## src/rtl/e_level_pkg.sv

```systemverilog
// Shared E-stage definitions: opcodes, functs, ALU/MDU encodings,
// MDU state type, control decode and operand forwarding helpers.
package e_level_pkg;

   localparam logic [5:0] OP_RTYPE = 6'h00;
   localparam logic [5:0] OP_JAL   = 6'h03;
   localparam logic [5:0] OP_ORI   = 6'h0d;
   localparam logic [5:0] OP_LUI   = 6'h0f;
   localparam logic [5:0] OP_LW    = 6'h23;
   localparam logic [5:0] OP_SW    = 6'h2b;

   localparam logic [5:0] FN_JALR  = 6'h09;
   localparam logic [5:0] FN_MFHI  = 6'h10;
   localparam logic [5:0] FN_MTHI  = 6'h11;
   localparam logic [5:0] FN_MFLO  = 6'h12;
   localparam logic [5:0] FN_MTLO  = 6'h13;
   localparam logic [5:0] FN_MULT  = 6'h18;
   localparam logic [5:0] FN_MULTU = 6'h19;
   localparam logic [5:0] FN_DIV   = 6'h1a;
   localparam logic [5:0] FN_DIVU  = 6'h1b;
   localparam logic [5:0] FN_ADDU  = 6'h21;
   localparam logic [5:0] FN_SUBU  = 6'h23;
   localparam logic [5:0] FN_AND   = 6'h24;
   localparam logic [5:0] FN_OR    = 6'h25;
   localparam logic [5:0] FN_SLT   = 6'h2a;
   localparam logic [5:0] FN_SLTU  = 6'h2b;

   typedef enum logic [3:0] {
      ALU_NOP, ALU_ADD, ALU_SUB, ALU_AND, ALU_OR,
      ALU_SLT, ALU_SLTU, ALU_LUI, ALU_MFHI, ALU_MFLO
   } alu_op_t;

   typedef enum logic [2:0] {
      MDU_NOP, MDU_MULT, MDU_MULTU, MDU_DIV,
      MDU_DIVU, MDU_MTHI, MDU_MTLO
   } mdu_op_t;

   typedef enum logic {MDU_IDLE, MDU_BUSY} mdu_state_t;

   typedef enum logic [1:0] {
      DST_NONE, DST_RD, DST_RT, DST_RA
   } dst_t;

   typedef struct packed {
      alu_op_t alu_op;
      logic    use_ext;
      dst_t    dst;
      mdu_op_t mdu_op;
      logic    link;
   } ctrl_t;

   function automatic logic is_mdu_start(input mdu_op_t op);
      return op == MDU_MULT || op == MDU_MULTU ||
             op == MDU_DIV  || op == MDU_DIVU;
   endfunction

   function automatic ctrl_t cu_decode(input logic [31:0] ir);
      ctrl_t c;
      c = '0;
      unique case (ir[31:26])
         OP_RTYPE: begin
            c.dst = DST_RD;
            unique case (ir[5:0])
               FN_ADDU:  c.alu_op = ALU_ADD;
               FN_SUBU:  c.alu_op = ALU_SUB;
               FN_AND:   c.alu_op = ALU_AND;
               FN_OR:    c.alu_op = ALU_OR;
               FN_SLT:   c.alu_op = ALU_SLT;
               FN_SLTU:  c.alu_op = ALU_SLTU;
               FN_MFHI:  c.alu_op = ALU_MFHI;
               FN_MFLO:  c.alu_op = ALU_MFLO;
               FN_JALR:  c.link = 1'b1;
               FN_MULT:  begin c.mdu_op = MDU_MULT;  c.dst = DST_NONE; end
               FN_MULTU: begin c.mdu_op = MDU_MULTU; c.dst = DST_NONE; end
               FN_DIV:   begin c.mdu_op = MDU_DIV;   c.dst = DST_NONE; end
               FN_DIVU:  begin c.mdu_op = MDU_DIVU;  c.dst = DST_NONE; end
               FN_MTHI:  begin c.mdu_op = MDU_MTHI;  c.dst = DST_NONE; end
               FN_MTLO:  begin c.mdu_op = MDU_MTLO;  c.dst = DST_NONE; end
               default:  c.dst = DST_NONE;
            endcase
         end
         OP_ORI: begin
            c.alu_op  = ALU_OR;
            c.use_ext = 1'b1;
            c.dst     = DST_RT;
         end
         OP_LUI: begin
            c.alu_op = ALU_LUI;
            c.dst    = DST_RT;
         end
         OP_LW: begin
            c.alu_op  = ALU_ADD;
            c.use_ext = 1'b1;
            c.dst     = DST_RT;
         end
         OP_SW: begin
            c.alu_op  = ALU_ADD;
            c.use_ext = 1'b1;
         end
         OP_JAL: begin
            c.dst  = DST_RA;
            c.link = 1'b1;
         end
         default: c = '0;
      endcase
      return c;
   endfunction

   // M wins over W; M only when its data is already final.
   function automatic logic [31:0] fwd_sel(
      input logic [4:0]  a,
      input logic [31:0] rd,
      input logic [4:0]  m_a3,
      input logic [31:0] m_wd,
      input logic        m_wr,
      input logic        m_rdy,
      input logic [4:0]  w_a3,
      input logic [31:0] w_wd,
      input logic        w_wr
   );
      if (a == 5'd0)                         return '0;
      else if (a == m_a3 && m_wr && m_rdy)   return m_wd;
      else if (a == w_a3 && w_wr)            return w_wd;
      else                                   return rd;
   endfunction

endpackage

```

## src/rtl/e_mdu.sv

```systemverilog
// Multi-cycle multiply/divide unit holding HI/LO for the E stage.
// Only instantiated when E_LEVEL_MDU_EN is defined.
module e_mdu
   import e_level_pkg::*;
#(
   parameter int MULT_CYCLES = 5,
   parameter int DIV_CYCLES  = 10
) (
   input  logic        clk,
   input  logic        rst,
   input  mdu_op_t     op,
   input  logic [31:0] a,
   input  logic [31:0] b,
   output logic [31:0] hi,
   output logic [31:0] lo,
   output logic        busy
);

   localparam int MAXC = (MULT_CYCLES > DIV_CYCLES) ?
                         MULT_CYCLES : DIV_CYCLES;
   localparam int CW   = $clog2(MAXC + 1);

   mdu_state_t  state, state_d;
   logic [CW-1:0] count, count_d;
   logic [31:0] hi_d, lo_d, a_q, a_d, b_q, b_d;
   mdu_op_t     op_q, op_d;

   logic [63:0] prod_s, prod_u;
   logic        a_neg, b_neg;
   logic [31:0] a_mag, b_mag, q_mag, r_mag, quo, rem;

   assign prod_u = {32'b0, a_q} * {32'b0, b_q};
   assign prod_s = $signed({{32{a_q[31]}}, a_q}) *
                   $signed({{32{b_q[31]}}, b_q});

   // Signed divide through magnitudes: truncation toward zero and
   // dividend-signed remainder fall out, and INT_MIN/-1 is harmless.
   assign a_neg = (op_q == MDU_DIV) & a_q[31];
   assign b_neg = (op_q == MDU_DIV) & b_q[31];
   assign a_mag = a_neg ? 32'd0 - a_q : a_q;
   assign b_mag = b_neg ? 32'd0 - b_q : b_q;
   assign q_mag = (b_mag == '0) ? '0 : a_mag / b_mag;
   assign r_mag = (b_mag == '0) ? '0 : a_mag % b_mag;
   assign quo   = (a_neg ^ b_neg) ? 32'd0 - q_mag : q_mag;
   assign rem   = a_neg ? 32'd0 - r_mag : r_mag;

   always_comb begin
      state_d = state;
      count_d = count;
      hi_d    = hi;
      lo_d    = lo;
      op_d    = op_q;
      a_d     = a_q;
      b_d     = b_q;
      case (state)
         MDU_IDLE: begin
            if (is_mdu_start(op)) begin
               state_d = MDU_BUSY;
               op_d    = op;
               a_d     = a;
               b_d     = b;
               count_d = (op == MDU_MULT || op == MDU_MULTU) ?
                         CW'(MULT_CYCLES) : CW'(DIV_CYCLES);
            end else if (op == MDU_MTHI) begin
               hi_d = a;
            end else if (op == MDU_MTLO) begin
               lo_d = a;
            end
         end
         MDU_BUSY: begin
            count_d = count - CW'(1);
            if (count == CW'(1)) begin
               state_d = MDU_IDLE;
               if (op_q == MDU_MULT) begin
                  {hi_d, lo_d} = prod_s;
               end else if (op_q == MDU_MULTU) begin
                  {hi_d, lo_d} = prod_u;
               end else if (b_q != '0) begin
                  hi_d = rem;
                  lo_d = quo;
               end
            end
         end
         default: state_d = MDU_IDLE;
      endcase
   end

   always_ff @(posedge clk) begin
      if (rst) begin
         state <= MDU_IDLE;
         count <= '0;
         hi    <= '0;
         lo    <= '0;
         op_q  <= MDU_NOP;
         a_q   <= '0;
         b_q   <= '0;
      end else begin
         state <= state_d;
         count <= count_d;
         hi    <= hi_d;
         lo    <= lo_d;
         op_q  <= op_d;
         a_q   <= a_d;
         b_q   <= b_d;
      end
   end

   assign busy = (state == MDU_BUSY);

endmodule

```

## src/rtl/e_level.sv

```systemverilog
// Execute stage: E pipeline register, forwarding, ALU, forward source.
// HI/LO multiply/divide support is built only with E_LEVEL_MDU_EN.
module e_level
   import e_level_pkg::*;
#(
   parameter int MULT_CYCLES = 5,
   parameter int DIV_CYCLES  = 10
) (
   input  logic        Clk,
   input  logic        Rst,
   input  logic        Reg_Rst,
   input  logic [31:0] IR_in,
   input  logic [31:0] PC_in,
   input  logic [31:0] RD1_in,
   input  logic [31:0] RD2_in,
   input  logic [31:0] EXT_in,
   input  logic [4:0]  M_RFA3_in,
   input  logic [31:0] M_RFWD_in,
   input  logic        M_RFWr_in,
   input  logic        M_Forward_Ready_in,
   input  logic [4:0]  W_RFA3_in,
   input  logic [31:0] W_RFWD_in,
   input  logic        W_RFWr_in,
   output logic [31:0] IR_out,
   output logic [31:0] PC_out,
   output logic [31:0] ALU_out,
   output logic [31:0] RD2_out,
   output logic [4:0]  E_RFA3_out,
   output logic [31:0] E_RFWD_out,
   output logic        E_RFWr_out,
   output logic        E_Forward_Ready_out,
   output logic        MDU_Start_out,
   output logic        MDU_Busy_out
);

   logic [31:0] ir_q, pc_q, rd1_q, rd2_q, ext_q;
   ctrl_t       ctrl;
   logic [31:0] opa, opb, alu_b, alu;
   logic [31:0] hi, lo;
   logic [4:0]  a3;
   logic        kill, is_lui;

   always_ff @(posedge Clk) begin
      if (Rst || Reg_Rst) begin
         ir_q  <= '0;
         pc_q  <= '0;
         rd1_q <= '0;
         rd2_q <= '0;
         ext_q <= '0;
      end else begin
         ir_q  <= IR_in;
         pc_q  <= PC_in;
         rd1_q <= RD1_in;
         rd2_q <= RD2_in;
         ext_q <= EXT_in;
      end
   end

   assign ctrl = cu_decode(ir_q);

   assign opa = fwd_sel(ir_q[25:21], rd1_q,
                        M_RFA3_in, M_RFWD_in, M_RFWr_in,
                        M_Forward_Ready_in,
                        W_RFA3_in, W_RFWD_in, W_RFWr_in);
   assign opb = fwd_sel(ir_q[20:16], rd2_q,
                        M_RFA3_in, M_RFWD_in, M_RFWr_in,
                        M_Forward_Ready_in,
                        W_RFA3_in, W_RFWD_in, W_RFWr_in);

`ifdef E_LEVEL_MDU_EN
   localparam bit MDU_EN = 1'b1;

   e_mdu #(
      .MULT_CYCLES(MULT_CYCLES),
      .DIV_CYCLES (DIV_CYCLES)
   ) u_mdu (
      .clk (Clk),
      .rst (Rst),
      .op  (ctrl.mdu_op),
      .a   (opa),
      .b   (opb),
      .hi  (hi),
      .lo  (lo),
      .busy(MDU_Busy_out)
   );

   assign MDU_Start_out = is_mdu_start(ctrl.mdu_op);
`else
   localparam bit MDU_EN = 1'b0;

   assign hi            = '0;
   assign lo            = '0;
   assign MDU_Busy_out  = 1'b0;
   assign MDU_Start_out = 1'b0;
`endif

   // Without the MDU every HI/LO instruction degrades to a nop.
   assign kill = !MDU_EN &&
                 (ctrl.mdu_op != MDU_NOP ||
                  ctrl.alu_op == ALU_MFHI ||
                  ctrl.alu_op == ALU_MFLO);

   assign alu_b = ctrl.use_ext ? ext_q : opb;

   always_comb begin
      alu = '0;
      unique case (ctrl.alu_op)
         ALU_ADD:  alu = opa + alu_b;
         ALU_SUB:  alu = opa - alu_b;
         ALU_AND:  alu = opa & alu_b;
         ALU_OR:   alu = opa | alu_b;
         ALU_SLT:  alu = {31'b0, $signed(opa) < $signed(alu_b)};
         ALU_SLTU: alu = {31'b0, opa < alu_b};
         ALU_LUI:  alu = {ir_q[15:0], 16'b0};
         ALU_MFHI: alu = hi;
         ALU_MFLO: alu = lo;
         default:  alu = '0;
      endcase
   end

   always_comb begin
      a3 = '0;
      unique case (ctrl.dst)
         DST_RD:  a3 = ir_q[15:11];
         DST_RT:  a3 = ir_q[20:16];
         DST_RA:  a3 = 5'd31;
         default: a3 = '0;
      endcase
      if (kill) a3 = '0;
   end

   assign is_lui = (ctrl.alu_op == ALU_LUI);

   assign IR_out     = ir_q;
   assign PC_out     = pc_q;
   assign ALU_out    = kill ? '0 : alu;
   assign RD2_out    = opb;
   assign E_RFA3_out = a3;
   assign E_RFWr_out = (a3 != 5'd0);

   assign E_RFWD_out = ctrl.link ? pc_q + 32'd8 :
                       is_lui    ? {ir_q[15:0], 16'b0} : '0;
   assign E_Forward_Ready_out = ctrl.link | is_lui;

endmodule

```

## config.mk

```make
export PLATFORM = sky130hd
export DESIGN_NAME = e_level
export DESIGN_NICKNAME = d
export VERILOG_FILES = /design/src/rtl/e_level_pkg.sv /design/src/rtl/e_mdu.sv /design/src/rtl/e_level.sv
export SDC_FILE = /design/constraint.sdc
export NUM_CORES = 1
export LEC_CHECK = 0
export CORE_MARGIN = 4
export CORE_UTILIZATION = 25
export CTS_CLUSTER_SIZE = 12
export DETAILED_ROUTE_END_ITERATION = 8
export DONT_BUFFER_PORTS = 1
export PLACE_DENSITY = 0.47
export SETUP_SLACK_MARGIN = 0.05
export SYNTH_ARGS = -nofsm -noshare
export SYNTH_HDL_FRONTEND = slang
export SYNTH_HIERARCHICAL = 1
export SYNTH_SLANG_ARGS = --single-unit
```

## constraint.sdc

```tcl
create_clock -name Clk -period 8.65 [get_ports Clk]
set_input_delay 1.73 -clock Clk [delete_from_list [all_inputs] [get_ports Clk]]
set_output_delay 1.73 -clock Clk [all_outputs]
set_load 0.02 [all_outputs]
```

Word level (Yosys, flattened, before mapping)
Cells that the tools add are included.

word-level totals
  input bits = 240
  bits in registers = 160

cells by class
  eq/ne operators = 36
  reductions and logical operators = 18
  muxes and demuxes = 22
  order comparisons = 2
  $add $sub $neg = 3
  bitwise gates (word level) = 3

operators by type and width
  kind                   number
  $mux 32                10
  $pmux 32 s7            1
  $lt 32x32->1           2
  $eq 6x5->1 const B     8
  $eq 6x6->1 const B     8
  $add 32x32->32         1
  $add 32x4->32 const B  1
  $and 32x32->32         1
  $or 32x32->32          1
  $pmux 4 s8             1
  $sub 32x32->32         1
  $eq 5x5->1             4
  $eq 6x4->1 const B     3
  $pmux 3 s6             1
  $eq 4x3->1 const B     4
  $pmux 4 s4             1
  $pmux 5 s3             1
  $logic_not 5->1        2
  $reduce_or 9->1        1
  $eq 4x2->1 const B     2
  $eq 4x4->1 const B     2
  $eq 6x2->1 const B     1
  $logic_and 1x1->1      6
  $logic_not 6->1        1
  other kinds (14)       20

Depth between registers and ports, before layout
  word-level depth = 9
  gate-level depth with buffers = 21

Worst setup path before layout
OpenSTA, ideal clock, no wires.

  path type = input -> output
  start = in W_RFA3_in[1]
  end = out ALU_out[0]
  required time = 6920 ps
  stages on the path = 21
  path slack = 723 ps
  arrival = 6197 ps
  cells stage by stage = xor2_1 nor4_1 and3_1 clkbuf_1 buf_1 mux2i_1 nand2_1 o21ai_0 nor2_1 ha_1 clkbuf_1 inv_1 o221ai_1 a22oi_2 a2111oi_0 or2_1 o31ai_1 o21ai_1 a21oi_1 o211a_1 o41ai_1

between the ends
  longest elaborated chain between the ends = 9
  elaborated cells on any way between the ends = 19
  those cells by class = add/sub (2); order compare (2); eq/ne (2); mux (9); bitwise (2); reduce/logical (2)

RTL lines
  element                                       line                RTL
  start, declared                               e_level.sv:21       input logic [4:0] W_RFA3_in,
  $eq 5x5->1                                    e_level_pkg.sv:123  else if (a == w_a3 && w_wr) return w_wd;
  $logic_and 1x1->1                             e_level_pkg.sv:123
  $mux 32                                       e_level_pkg.sv:123
  $mux 32                                       e_level_pkg.sv:122  else if (a == m_a3 && m_wr && m_rdy) return m_wd;
  $mux 32                                       e_level_pkg.sv:121  if (a == 5'd0) return '0;
  $mux 32                                       e_level.sv:103      assign alu_b = ctrl.use_ext ? ext_q : opb;
  $sub 32x32->32, or another cell as far along  e_level.sv:109      ALU_SUB: alu = opa - alu_b;
  $pmux 32 s7 *                                 e_level.sv:107      unique case (ctrl.alu_op)
  $mux 32 *                                     e_level.sv:136      assign ALU_out = kill ? '0 : alu;
  end, declared                                 e_level.sv:26       output logic [31:0] ALU_out,

Mark *: on every way between the ends. The rest lies on a longest branch, timed or not.

Worst setup path after layout
  start = in W_RFA3_in[1]
  end = out ALU_out[24]

between the ends
  longest elaborated chain between the ends = 9
  elaborated cells on any way between the ends = 17
  those cells by class = add/sub (2); eq/ne (2); mux (9); bitwise (2); reduce/logical (2)

RTL lines
  element                                       line
  $eq 5x5->1                                    e_level_pkg.sv:123
  $logic_and 1x1->1                             e_level_pkg.sv:123
  $mux 32                                       e_level_pkg.sv:123
  $mux 32                                       e_level_pkg.sv:122
  $mux 32                                       e_level_pkg.sv:121
  $mux 32                                       e_level.sv:103
  $sub 32x32->32, or another cell as far along  e_level.sv:109
  $pmux 32 s7 *                                 e_level.sv:107
  $mux 32 *                                     e_level.sv:136

Marked as above.

==> out/metrics.yaml <==
run_status:
  status: "completed"
sta:
  period_minus_slack_ns: 8.33
  setup_viol: 0
  max_freq_ghz: 0.120
  rsz0062_at_grt: "true"
  tns_ns: 0
  drv_slew: 0
  period_share: 0.963
  maxSlewHeadroom: 0.194
  tightest_slew_ns: 1.19
  hold_viol: 0
pwr:
  power_switching_uw: 656
  power_mw: 1.97
  powerDensity_nw_per_um2: 142
  p_int_mw: 1.32
  peakVddDrop_mv: 0.163
  swShare: 0.333
  seqPwrFrac: 0.410
  p_leak_nw: 5.68
  comb_power_share: 0.210
  p_clk_frac: 0.380
die:
  die_area_um2: 53500
  die_h_um: 231
  pin_count: 409
  core_um2: 49200
  die_w_um: 231
  rows: 81
  start_util: 0.254
synthesis:
  synth_compound_area_frac: 0.226
  synth_top_family_by_area: "simple AND/OR/NAND/NOR gates"
  muxShareOfSynthArea: 0.0523
  synth.most_common_cell: "and2_1"
  yosysTopAreaCellShare: 0.257
  synthCells: 1661
  yosys.area_share.xor_xnor: 0.0344
  ys_seq_area_frac: 0.257
  syn_area_um2: 12500
  yosys.area_share.simple: 0.255
  ys_types: 80
  synthTopCellsByArea: "dfxtp_1 (26%), ha_1 (10%), and2_1 (8.6%), o21ai_0 (5.9%), mux2i_1 (5.1%)"
  syn_avg_cell_area_um2: 7.51
  ys.flop_type: "dfxtp_1"
  yosys-top-cells-count: "and2_1 (171), nor2_1 (166), dfxtp_1 (160), nand2_1 (151), o21ai_0 (146)"
  yosys_warnings: 6
  synth_top_cell_by_area: "dfxtp_1"
  async_reset_ff_frac: 0
  synth_edf_count: 0
  synth_adder_area_share: 0.105
  ys_ff_latch: 160
cells_and_area:
  syn_to_final_growth_pct: 11.5
  final_area_um2: 13900
  drive_gt1_frac: 0.0627
  final_nets: 1972
detailed_routing:
  viasPerCell: 5.09
  vias: 11800
  drc: 0
  drt_wl_total_mm: 51.6
  antenna_left: 0
  wl_per_cell_um: 22.4
  drtPass1Iterations: 5
  drt-initial-drc-count: 872
worst_setup_path:
  crit_fanout: 24
  cp.arrival_ns: 6.60
  crit_path_start_kind: "input port"
  worst_setup_path_end_kind: "primary output"
  critical_path_class: "in2out"
  worstSetupStartpoint: "W_RFA3_in[1]"
  critical_path_required_ns: 6.92
clock_network:
  path_clk_slew_ns: 0.08
  cts_buffers: 17
  clockRootBuffer: "clkbuf_16"
  cts_tree: "yes"
  cts_setup_buffers: 0
  cts_buffer_depth: 2
  h-tree-depth: 4
  clock_sinks: 160
placed_design:
  port_buffers: 0
  dpl.hpwl_mm: 42.2
  place_congestion: 0.934
  dpl_cell_area_um2: 13300
global_routing:
  grt_pass1_wl_mm: 75.3
  track_usage: 0.186
  first_global_vias: 11200
  grt-ovfl-total: 0
  antenna_found_initial: 2
  grt_max_degree: 161
hold_path:
  hold_start: "RD2_in[11]"
  hold_path_class: "in2reg"
  hold_path_end: "rd2_q[11]"
  min_path_cells: 1
job:
  maxCapViolations: 0
-- flip-flops by register name, indices dropped and copies added, names as in the netlist --
register and flops:
rd2_q 32, PC_out 32, rd1_q 32, IR_out 32
ext_q 32
-- repair_timing --
item                                    in CTS  in global routing
hold buffers                                 0                  0
endpoints found under the hold margin        0                  0
gates resized for setup                      0                  4
endpoints found under the setup margin       0                  4
-- critical path, cell delays in order --
cell and delay [ns]:
xor2_1 0.14, nor4_1 0.28, and3_2 0.30, buf_12 0.22, mux2i_1 0.11, a211o_1 0.35
o21ai_0 0.36, ha_1 0.37, nand3_1 0.17, or2_2 0.34, a211oi_1 0.33, a2bb2oi_1 0.59
a21boi_0 0.20, o21bai_1 0.26, nand3_1 0.14, nor2_1 0.11, a31oi_1 0.05, o21ai_1 0.29
buf_4 0.22
-- power groups by stage --
| stage | combinational (mW) | clock (mW) | sequential (mW) |
|---|---|---|---|
| 2_1_floorplan | 0.296 | 0 | 0.812 |
| 3_3_place_gp | 0.408 | 0 | 0.825 |
| 3_5_place_dp | 0.409 | 0 | 0.825 |
| 4_1_cts | 0.411 | 0.780 | 0.809 |
| 5_1_grt | 0.456 | 0.799 | 0.811 |
| 6_report | 0.414 | 0.750 | 0.808 |
-- how the worst max path moves through the flow --
| stage | to | slack (ns) | cells after the start |
|---|---|---|---|
| 4_1_cts | ALU_out[30] | 0.36 | 17 |
| 2_1_floorplan | ALU_out[0] | 0.72 | 21 |
| 3_3_place_gp | ALU_out[30] | 0.39 | 18 |
| 5_1_grt | ALU_out[0] | 0.05 | 20 |
| 3_5_place_dp | ALU_out[30] | 0.38 | 17 |
| 6_report | ALU_out[24] | 0.32 | 19 |
-- layer usage --
layer	up-vias	share of wire	track usage
li1	5661	-	-
met1	5603	0.45	0.253
met2	440	0.45	0.292
met3	47	0.075	0.0490
met4	0	0.019	0.0500
met5	-	0	0
-- logic make-up after synthesis --
group,count (synthesis)
AO/OA/AOI/OAI,432
XOR/XNOR,49
adder cells (fa/ha/maj),103
buffers and inverters,226
flip-flops,160
multiplexers,65
other,1
AND/OR/NAND/NOR,625
-- layout make-up --
cell class / instances / area (um2)
antenna: 1 / 2.50
tap: 664 / 831
sequential: 160 / 3200
fill: 5349 / 35200
timing repair buffer: 43 / 385
multi-input combinational: 1276 / 8420
clock inverter: 14 / 144
clock buffer: 18 / 429
inverter: 131 / 492
-- cells in the final DEF, fill, tap and decap left out, types with 7 or more instances in the layout --
cell type	n
clkbuf_16	17
o21bai_1	12
ha_1	101
nor3_1	17
nor4_1	10
xnor2_1	14
inv_1	130
nand2_1	151
and3_1	16
a221o_1	10
nand4_1	10
nor2_1	163
o21a_1	9
nand2b_1	12
a31oi_1	8
o31a_1	7
xor2_1	35
buf_4	38
a21o_1	15
dfxtp_1	160
a211o_1	37
o21ai_0	144
and2_1	171
o21ai_1	7
a221oi_1	13
o211ai_1	19
mux2i_1	64
a21oi_1	86
o31ai_1	9
nand3_1	21
-- per-stage QoR --
stage          setup WS, ns  utilization  cells  hold WS, ns
2_1_floorplan         0.723            -   1662         1.85
3_3_place_gp          0.386        0.271   2274         1.85
3_5_place_dp          0.384        0.271   2274         1.85
4_1_cts               0.364        0.283   2306         1.32
5_1_grt              0.0472        0.283   2307         1.34
6_report              0.322        0.283   2307         1.36
Note: power is estimated with default switching activity, not from simulation.
